`config.mk`:
```
export PLATFORM = sky130hd
export DESIGN_NAME = fp_result_round_pack
export DESIGN_NICKNAME = d
export VERILOG_FILES = /design/src/rtl/fp_result_round_pack.sv
export SDC_FILE = /design/constraint.sdc
export NUM_CORES = 1
export LEC_CHECK = 0
export ABC_AREA = 0
export BUFFER_PORTS_ARGS = -buffer_cell sky130_fd_sc_hd__buf_2
export CAP_MARGIN = 20
export CORE_MARGIN = 5
export CORE_UTILIZATION = 49
export CTS_CLUSTER_SIZE = 14
export DETAILED_ROUTE_END_ITERATION = 16
export PLACE_DENSITY = 0.76
export SYNTH_ARGS = -nofsm -noshare
export SYNTH_HDL_FRONTEND = slang
export SYNTH_SLANG_ARGS = --single-unit
```
`constraint.sdc`:
```
create_clock -name clk -period 2.9 [get_ports clk]
set_input_delay 0.145 -clock clk [delete_from_list [all_inputs] [get_ports clk]]
set_output_delay 0.145 -clock clk [all_outputs]
set_load 0.02 [all_outputs]
```
`src/rtl/fp_result_round_pack.sv`:
```
// fp_result_round_pack
//   Rounds (nearest-even), re-normalises, applies special-case overrides,
//   classifies exceptions and packs an IEEE-754 style result word.
//   Two registered stages (S1 round, S2 override/classify/pack) behind an
//   elastic valid/ready handshake, plus sticky RISC-V style fflags.
//
// Ports
//   clk, rst              clock, asynchronous active-high reset
//   in_valid / in_ready   input beat handshake
//   sign_i, exp_i, sig_i  sign, biased exponent, {hidden, mantissa, rounding bits}
//   nz_op_i               non-zero operand {exp, man} returned for ZERO_OP
//   err_i                 special code: 0 NONE, 1 ZERO_OP, 2 INF, 3 NAN, 4 ZERO
//   out_valid / out_ready output beat handshake
//   fp_o                  packed result {sign, exp, man}
//   err_o                 0 NONE, 1 INVALID, 3 OVERFLOW, 4 UNDERFLOW, 5 INEXACT
//   flags_clr             clear sticky flags
//   flags_o               sticky {NV, DZ, OF, UF, NX}; DZ is always 0
module fp_result_round_pack #(
    parameter int EXP_W    = 8,
    parameter int MAN_W    = 23,
    parameter int RND_BITS = 3,
    parameter int OVF_SAT  = 0
) (
    input  logic                        clk,
    input  logic                        rst,
    input  logic                        in_valid,
    output logic                        in_ready,
    input  logic                        sign_i,
    input  logic [EXP_W-1:0]            exp_i,
    input  logic [MAN_W+RND_BITS:0]     sig_i,
    input  logic [EXP_W+MAN_W-1:0]      nz_op_i,
    input  logic [2:0]                  err_i,
    output logic                        out_valid,
    input  logic                        out_ready,
    output logic [EXP_W+MAN_W:0]        fp_o,
    output logic [2:0]                  err_o,
    input  logic                        flags_clr,
    output logic [4:0]                  flags_o
);

    localparam int SIG_W = 1 + MAN_W + RND_BITS;
    localparam int FP_W  = 1 + EXP_W + MAN_W;

    localparam logic [2:0] ERR_NONE    = 3'd0;
    localparam logic [2:0] ERR_ZERO_OP = 3'd1;
    localparam logic [2:0] ERR_INF     = 3'd2;
    localparam logic [2:0] ERR_NAN     = 3'd3;
    localparam logic [2:0] ERR_ZERO    = 3'd4;

    localparam logic [2:0] EXC_NONE      = 3'd0;
    localparam logic [2:0] EXC_INVALID   = 3'd1;
    localparam logic [2:0] EXC_OVERFLOW  = 3'd3;
    localparam logic [2:0] EXC_UNDERFLOW = 3'd4;
    localparam logic [2:0] EXC_INEXACT   = 3'd5;

    localparam logic [EXP_W-1:0] EXP_ONES = {EXP_W{1'b1}};
    localparam logic [EXP_W-1:0] EXP_MAXF = {{(EXP_W-1){1'b1}}, 1'b0};
    localparam logic [MAN_W-1:0] MAN_ONES = {MAN_W{1'b1}};
    localparam logic [MAN_W-1:0] MAN_ZERO = {MAN_W{1'b0}};

    // ---------------------------------------------------------------
    // Handshake
    // ---------------------------------------------------------------
    logic s1_valid_q, s1_valid_d;
    logic out_valid_q, out_valid_d;
    logic s2_adv;
    logic accept;
    logic xfer;

    assign s2_adv   = !out_valid_q || out_ready;
    assign in_ready = !s1_valid_q || s2_adv;
    assign accept   = in_valid && in_ready;
    assign xfer     = out_valid_q && out_ready;

    // ---------------------------------------------------------------
    // S1: round to nearest even
    // ---------------------------------------------------------------
    logic             rnd_lsb, rnd_g, rnd_s, rnd_inc;
    logic [MAN_W+1:0] m_sum;
    logic [EXP_W:0]   e_rnd;
    logic [MAN_W-1:0] m_rnd;
    logic             ovf_rnd;

    always_comb begin
        rnd_lsb = sig_i[RND_BITS];
        rnd_g   = sig_i[RND_BITS-1];
        rnd_s   = |sig_i[RND_BITS-2:0];
        rnd_inc = rnd_g & (rnd_s | rnd_lsb);
        // One guard bit above the hidden bit keeps the rounding carry.
        m_sum   = {1'b0, sig_i[SIG_W-1:RND_BITS]} + {{(MAN_W+1){1'b0}}, rnd_inc};
        e_rnd   = {1'b0, exp_i};
        m_rnd   = m_sum[MAN_W-1:0];
        if (m_sum[MAN_W+1]) begin
            m_rnd = m_sum[MAN_W:1];
            e_rnd = {1'b0, exp_i} + {{EXP_W{1'b0}}, 1'b1};
        end else if ((exp_i == '0) && m_sum[MAN_W]) begin
            // Denormal rounded up into the smallest normal.
            e_rnd = {{EXP_W{1'b0}}, 1'b1};
        end
        ovf_rnd = (e_rnd >= {1'b0, EXP_ONES}) && (err_i == ERR_NONE);
    end

    logic                   s1_sign_q, s1_sign_d;
    logic [2:0]             s1_err_q, s1_err_d;
    logic [EXP_W-1:0]       s1_exp_q, s1_exp_d;
    logic [MAN_W-1:0]       s1_man_q, s1_man_d;
    logic                   s1_ovf_q, s1_ovf_d;
    logic                   s1_nx_q, s1_nx_d;
    logic [EXP_W+MAN_W-1:0] s1_nz_q, s1_nz_d;

    always_comb begin
        s1_valid_d = s1_valid_q;
        s1_sign_d  = s1_sign_q;
        s1_err_d   = s1_err_q;
        s1_exp_d   = s1_exp_q;
        s1_man_d   = s1_man_q;
        s1_ovf_d   = s1_ovf_q;
        s1_nx_d    = s1_nx_q;
        s1_nz_d    = s1_nz_q;
        if (in_ready) begin
            s1_valid_d = in_valid;
        end
        if (accept) begin
            s1_sign_d = sign_i;
            s1_err_d  = err_i;
            s1_exp_d  = e_rnd[EXP_W-1:0];
            s1_man_d  = m_rnd;
            s1_ovf_d  = ovf_rnd;
            s1_nx_d   = rnd_g | rnd_s;
            s1_nz_d   = nz_op_i;
        end
    end

    // ---------------------------------------------------------------
    // S2: override, classify, pack
    // ---------------------------------------------------------------
    logic [FP_W-1:0] pk_fp;
    logic            pk_nv, pk_of, pk_uf, pk_nx;
    logic [2:0]      pk_err;

    always_comb begin
        pk_fp = '0;
        pk_nv = 1'b0;
        pk_of = 1'b0;
        pk_uf = 1'b0;
        pk_nx = 1'b0;
        case (s1_err_q)
            ERR_NONE: begin
                if (s1_ovf_q) begin
                    if (OVF_SAT != 0) pk_fp = {s1_sign_q, EXP_MAXF, MAN_ONES};
                    else              pk_fp = {s1_sign_q, EXP_ONES, MAN_ZERO};
                    pk_of = 1'b1;
                end else begin
                    pk_fp = {s1_sign_q, s1_exp_q, s1_man_q};
                    pk_uf = (s1_exp_q == '0) && (s1_man_q != '0);
                end
                pk_nx = s1_nx_q | s1_ovf_q;
            end
            ERR_ZERO_OP: pk_fp = {s1_sign_q, s1_nz_q};
            ERR_INF: begin
                pk_fp = {s1_sign_q, EXP_ONES, MAN_ZERO};
                pk_of = 1'b1;
            end
            ERR_NAN: begin
                pk_fp = {1'b0, EXP_ONES, MAN_ONES};
                pk_nv = 1'b1;
            end
            ERR_ZERO: pk_fp = '0;
            // Unassigned codes pack as +0 with no exception.
            default:  pk_fp = '0;
        endcase

        if (pk_nv)      pk_err = EXC_INVALID;
        else if (pk_of) pk_err = EXC_OVERFLOW;
        else if (pk_uf) pk_err = EXC_UNDERFLOW;
        else if (pk_nx) pk_err = EXC_INEXACT;
        else            pk_err = EXC_NONE;
    end

    logic [FP_W-1:0] fp_q, fp_d;
    logic [2:0]      err_q, err_d;
    logic [4:0]      beat_flags_q, beat_flags_d;
    logic [4:0]      flags_q, flags_d;

    always_comb begin
        out_valid_d  = out_valid_q;
        fp_d         = fp_q;
        err_d        = err_q;
        beat_flags_d = beat_flags_q;
        if (s2_adv) begin
            out_valid_d = s1_valid_q;
            if (s1_valid_q) begin
                fp_d         = pk_fp;
                err_d        = pk_err;
                beat_flags_d = {pk_nv, 1'b0, pk_of, pk_uf, pk_nx};
            end
        end
        // A clear coinciding with a transfer still keeps that beat's flags.
        flags_d = (flags_clr ? 5'b0 : flags_q) | (xfer ? beat_flags_q : 5'b0);
    end

    always_ff @(posedge clk or posedge rst) begin
        if (rst) begin
            s1_valid_q   <= 1'b0;
            s1_sign_q    <= 1'b0;
            s1_err_q     <= ERR_NONE;
            s1_exp_q     <= '0;
            s1_man_q     <= '0;
            s1_ovf_q     <= 1'b0;
            s1_nx_q      <= 1'b0;
            s1_nz_q      <= '0;
            out_valid_q  <= 1'b0;
            fp_q         <= '0;
            err_q        <= EXC_NONE;
            beat_flags_q <= '0;
            flags_q      <= '0;
        end else begin
            s1_valid_q   <= s1_valid_d;
            s1_sign_q    <= s1_sign_d;
            s1_err_q     <= s1_err_d;
            s1_exp_q     <= s1_exp_d;
            s1_man_q     <= s1_man_d;
            s1_ovf_q     <= s1_ovf_d;
            s1_nx_q      <= s1_nx_d;
            s1_nz_q      <= s1_nz_d;
            out_valid_q  <= out_valid_d;
            fp_q         <= fp_d;
            err_q        <= err_d;
            beat_flags_q <= beat_flags_d;
            flags_q      <= flags_d;
        end
    end

    assign out_valid = out_valid_q;
    assign fp_o      = fp_q;
    assign err_o     = err_q;
    assign flags_o   = flags_q;

endmodule

```
Yosys cells after proc, flatten, opt, wreduce, memory -nomap -nowiden
Cells that the tools add are included.
{"block": "totals", "reg_bits": 114, "in_bits": 75, "out_inout_bits": 42, "wordCells": 57}
{"block": "op_classes", "addsub": 2, "magnitude_cmp": 1, "eq_ne": 3, "muxes": 17, "bitwise": 5, "n_reduce_logical": 16}
{"op": "$pmux W32 S4", "count": 1}
{"op": "$mux W31", "count": 1}
{"op": "$add A24 B1 Y25", "count": 1}
{"op": "$mux W23", "count": 1}
{"op": "$reduce_bool A23 Y1", "count": 1}
{"op": "$logic_not A8 Y1", "count": 2}
{"op": "$mux W3", "count": 4}
{"op": "$mux W5", "count": 2}
{"op": "$add A8 B1 Y9 const B", "count": 1}
{"op": "$ge A9 B8 Y1 const B", "count": 1}
{"op": "$mux W9", "count": 1}
{"op": "$mux W8", "count": 1}
{"op": "$eq A3 B2 Y1 const B", "count": 2}
{"op": "$logic_not A3 Y1", "count": 2}
{"op": "$logic_and A1 B1 Y1", "count": 5}
{"op": "$mux W1", "count": 5}
{"op": "$or A5 B5 Y5", "count": 1}
{"op": "$eq A3 B1 Y1 const B", "count": 1}
{"op": "$or A1 B1 Y1", "count": 3}
{"op": "$logic_not A1 Y1", "count": 2}
{"op": "$logic_or A1 B1 Y1", "count": 2}
{"op": "$pmux W1 S2", "count": 1}
{"op": "$reduce_and A2 Y1", "count": 1}
{"op": "$reduce_or A2 Y1", "count": 1}
{"op": "$and A1 B1 Y1", "count": 1}

Depth between registers and ports, before layout
{"block": "logic_depth", "depth_word": 9, "depth_mapped": 9, "mapped_depth_nobuf": 8}

Worst setup path after synthesis
No wires, ideal clock.
{"block": "synth_timing", "kind": "reg-to-reg", "startpoint": "reg out_valid_q (netlist: out_valid)", "endpoint": "reg s1_exp_q[6]", "setup_ps": 137, "t_arrival_ps": 1669, "required_time_ps": 2763, "path_slack_ps": 1094, "path_stages_with_launch": 6, "path_buffers": 2, "period_less_slack_ps": 1806, "path_cell_list": "dfrtp_1 -> nand3b_1 -> and2_0 -> clkbuf_1 -> buf_1 -> a21oi_1"}
{"block": "synth_between", "elab_chain_len": 4}
{"element": "start: declaration", "line": "65", "source": "logic out_valid_q, out_valid_d;"}
{"element": "start signal: assignment", "line": "226", "source": "out_valid_q <= out_valid_d;"}
{"element": "$logic_not A1 Y1", "line": "70", "source": "assign s2_adv = !out_valid_q || out_ready;"}
{"element": "$logic_or A1 B1 Y1", "line": "70"}
{"element": "$logic_or A1 B1 Y1", "line": "71", "source": "assign in_ready = !s1_valid_q || s2_adv;"}
{"element": "via in_ready", "line": "27", "source": "output logic in_ready,"}
{"element": "$logic_and A1 B1 Y1", "line": "72", "source": "assign accept = in_valid && in_ready;"}
{"element": "end signal: assignment", "line": "221", "source": "s1_exp_q <= s1_exp_d;"}
{"element": "end: declaration", "line": "105", "source": "logic [EXP_W-1:0] s1_exp_q, s1_exp_d;"}
The timed path passes the listed nets, and every way through them passes these cells.
A chain may end at the register's enable or synchronous reset.

Worst setup path after layout
{"block": "layout_timing", "startpoint": "reg out_valid_q (netlist: out_valid)", "endpoint": "reg fp_q[13] (netlist: fp_o[13])"}
{"block": "layout_between", "elab_chain_len": 3}
{"element": "$logic_not A1 Y1", "line": "70"}
{"element": "$logic_or A1 B1 Y1", "line": "70"}
{"element": "$reduce_and A2 Y1 (no line)"}
{"element": "end signal: assignment", "line": "227", "source": "fp_q <= fp_d;"}
{"element": "end: declaration", "line": "180", "source": "logic [FP_W-1:0] fp_q, fp_d;"}
No other way between the ends.

==> flow_summary.json <==
{
  "reg2regPathDepth": 4,
  "timing.hold.ws_ns": 0.0591,
  "fmax_mhz": 500,
  "drive_above_1_share": 0.209,
  "overflow": 0,
  "row_count": 38,
  "wirelength_microns": 15700,
  "antenna_left": 0,
  "p_leak_nw": 3.43,
  "rsz0062_at_grt": "false",
  "status": "completed",
  "synth_seq_cells": 113,
  "synth_edf_count": 0,
  "io_pins": 117,
  "cp_max_fo": 22,
  "r2r_slack_ns": 0.90,
  "synth_top_flop_cell": "dfrtp_1",
  "cts_root_buf": "clkbuf_16",
  "initial_core_util": 0.505,
  "pwr_density_cell_nw_per_um2": 714,
  "drt_iter0_drc": 529,
  "synth_warnings": 0,
  "seq_area_frac_synth": 0.512,
  "r2r_start": "out_valid$_DFFE_PP0P_",
  "synth.avg_cell_area_sq_um": 8.63,
  "final_common_cell": "nand2_1",
  "period_needed_ns": 2.00,
  "cts_max_path_buffers": 2,
  "cts_setup_buffers": 0,
  "grt_pass1_wl_microns": 25900,
  "synth_area_sq_um": 5520,
  "cp.arrival_ns": 2.31,
  "fillers": 868,
  "multi_input_area_sq_um": 2500,
  "insertion_delay_ns": 0.41,
  "setup_viol": 0,
  "grt_max_degree": 72,
  "dp.cells": 869,
  "die_area_sq_um": 13500,
  "hold_viol_final": 0,
  "area.growth.synth_to_final_pct": 31.0,
  "path_class": "reg2reg",
  "io_buffers": 115,
  "diodes": 0,
  "synthCells": 640,
  "slew_viol_final": 0,
  "gp_congestion": 0.885,
  "min_path_cells": 3,
  "timing.final.crit_share": 0.690,
  "finalSetupTns_ns": 0,
  "cts_tree": "yes",
  "reg2reg_to": "fp_o[13]$_DFFE_PP0P_",
  "vdd_drop_max_uv": 456,
  "crit_required_ns": 3.21,
  "avgRoutedWirePerCell_microns": 16.7,
  "cts.htree.levels": 4,
  "crit_path_end_kind": "register",
  "synthArstFlopShare": 1.00,
  "via_per_inst": 5.59,
  "nNetsFinal": 864,
  "tightest_slew_ns": 0.887,
  "clk_pin_slew_ns": 0.05,
  "worstHoldStart": "out_ready",
  "syn-num-nets": 718,
  "crit_path_start_kind": "register",
  "antenna_found_initial": 0,
  "grt_use_total": 0.246,
  "drcViolationCount": 0,
  "utilization": 0.662,
  "synth.distinct_cells": 48,
  "die_w_microns": 116,
  "clkSinkCount": 113,
  "dr.pass1.iters": 5,
  "dp_hpwl_microns": 10600,
  "most-common-layout-cells": "nand2_1 (171), buf_2 (115), dfrtp_1 (113)",
  "relSlewSlack": 0.409,
  "whs_endpoint": "flags_o[0]$_DFF_PP0_",
  "fin_cells": 939,
  "vias": 5253,
  "cap_viol_max_count": 0,
  "hold_class": "in2reg",
  "fin_skew_ns": 0.00400,
  "chipHeight_microns": 116,
  "numCtsBuffers": 17,
  "power_mw": 5.17,
  "grt_pass1_vias": 5237,
  "coreArea_sq_um": 10900,
  "seq_area_sq_um": 2830
}
cell usage after synthesis (6+ instances only):
cell type | instances | area [sq um]
a21oi_1 | 45 | 225
clkbuf_1 | 30 | 113
dfrtp_1 | 113 | 2830
inv_1 | 19 | 71.3
nand2_1 | 172 | 646
nand3_1 | 18 | 90.1
nand4_1 | 13 | 81.3
nor2_1 | 35 | 131
nor3_1 | 17 | 85.1
nor4_1 | 10 | 62.6
o21a_1 | 23 | 173
o21ai_0 | 50 | 250
o21ai_1 | 6 | 30.0
o31ai_1 | 15 | 113
xnor2_1 | 9 | 78.8
xor2_1 | 13 | 114
report_power, final:
part / total (mW) / switching, mW / leakage (nW) / internal [mW]
sequential: 2.02 / 0.192 / 1.41 / 1.83
combinational: 0.996 / 0.626 / 1.72 / 0.370
clock: 2.15 / 0.695 / 0.301 / 1.46
total: 5.17 / 1.51 / 3.43 / 3.66
critical path, stage by stage (launching register included):
cell      delay [ns]
dfrtp_1         0.44
nand2b_1        0.17
nand2_1         0.42
or2_2           0.61
o21ai_0         0.26
routing by layer:
metal	track usage	vias up	routed length, microns
li1	-	2488	-
met1	0.341	2468	6750
met2	0.376	261	7330
met3	0.0684	36	1280
met4	0.0835	0	341
met5	0	-	0
registers in the layout, summed over array words and instances, names as in the netlist:
register      cells
beat_flags_q      4
err_o             3
flags_o           4
fp_o             32
out_valid         1
s1_err_q          3
s1_exp_q          8
s1_man_q         23
s1_nx_q           1
s1_nz_q          31
s1_ovf_q          1
s1_sign_q         1
s1_valid_q        1
worst max path at each step:
| stage | end | depth (start not counted) | start |
|---|---|---|---|
| floorplan | s1_exp_q[6]$_DFFE_PP0P_ | 5 | out_valid$_DFFE_PP0P_ |
| global route | fp_o[8]$_DFFE_PP0P_ | 4 | out_valid$_DFFE_PP0P_ |
| detailed placement | s1_ovf_q$_DFFE_PP0P_ | 9 | sig_i[2] |
| finish | fp_o[13]$_DFFE_PP0P_ | 4 | out_valid$_DFFE_PP0P_ |
| CTS | fp_o[17]$_DFFE_PP0P_ | 4 | out_valid$_DFFE_PP0P_ |
| global placement | s1_exp_q[0]$_DFFE_PP0P_ | 9 | sig_i[2] |
repair_timing:
action                                 CTS  global route
hold buffers                            38             0
gates resized for setup                  0             0
setup endpoints to repair                0             0
endpoints found under the hold margin   82             0
final cells by class:
| type | instances | share of cell area |
|---|---|---|
| multi-input combinational | 473 | 0.345 |
| inverter | 19 | 0.0104 |
| clock inverter | 9 | 0.0176 |
| tap | 140 | 0.0242 |
| sequential | 113 | 0.391 |
| timing repair buffer | 162 | 0.143 |
| clock buffer | 23 | 0.0688 |
per-stage QoR:
step | worst slack [ns] | cell area (sq um)
2_1_floorplan | 1.09 | 5530
3_3_place_gp | 0.880 | 6230
4_1_cts | 0.900 | 7240
5_1_grt | 0.735 | 7240
6_report | 0.898 | 7240
3_5_place_dp | 0.745 | 6230
kinds of logic after synthesis:
kind of cell,synth area share
muxes,0.00770
other,0.000679
AOI/OAI and AO/OA,0.161
and+or+nand+nor,0.239
buffers and inverters,0.0376
adders and majority gates,0.00680
DFF,0.512
xor gates and xnor gates,0.0349
Power figures use the tool's default switching activity.
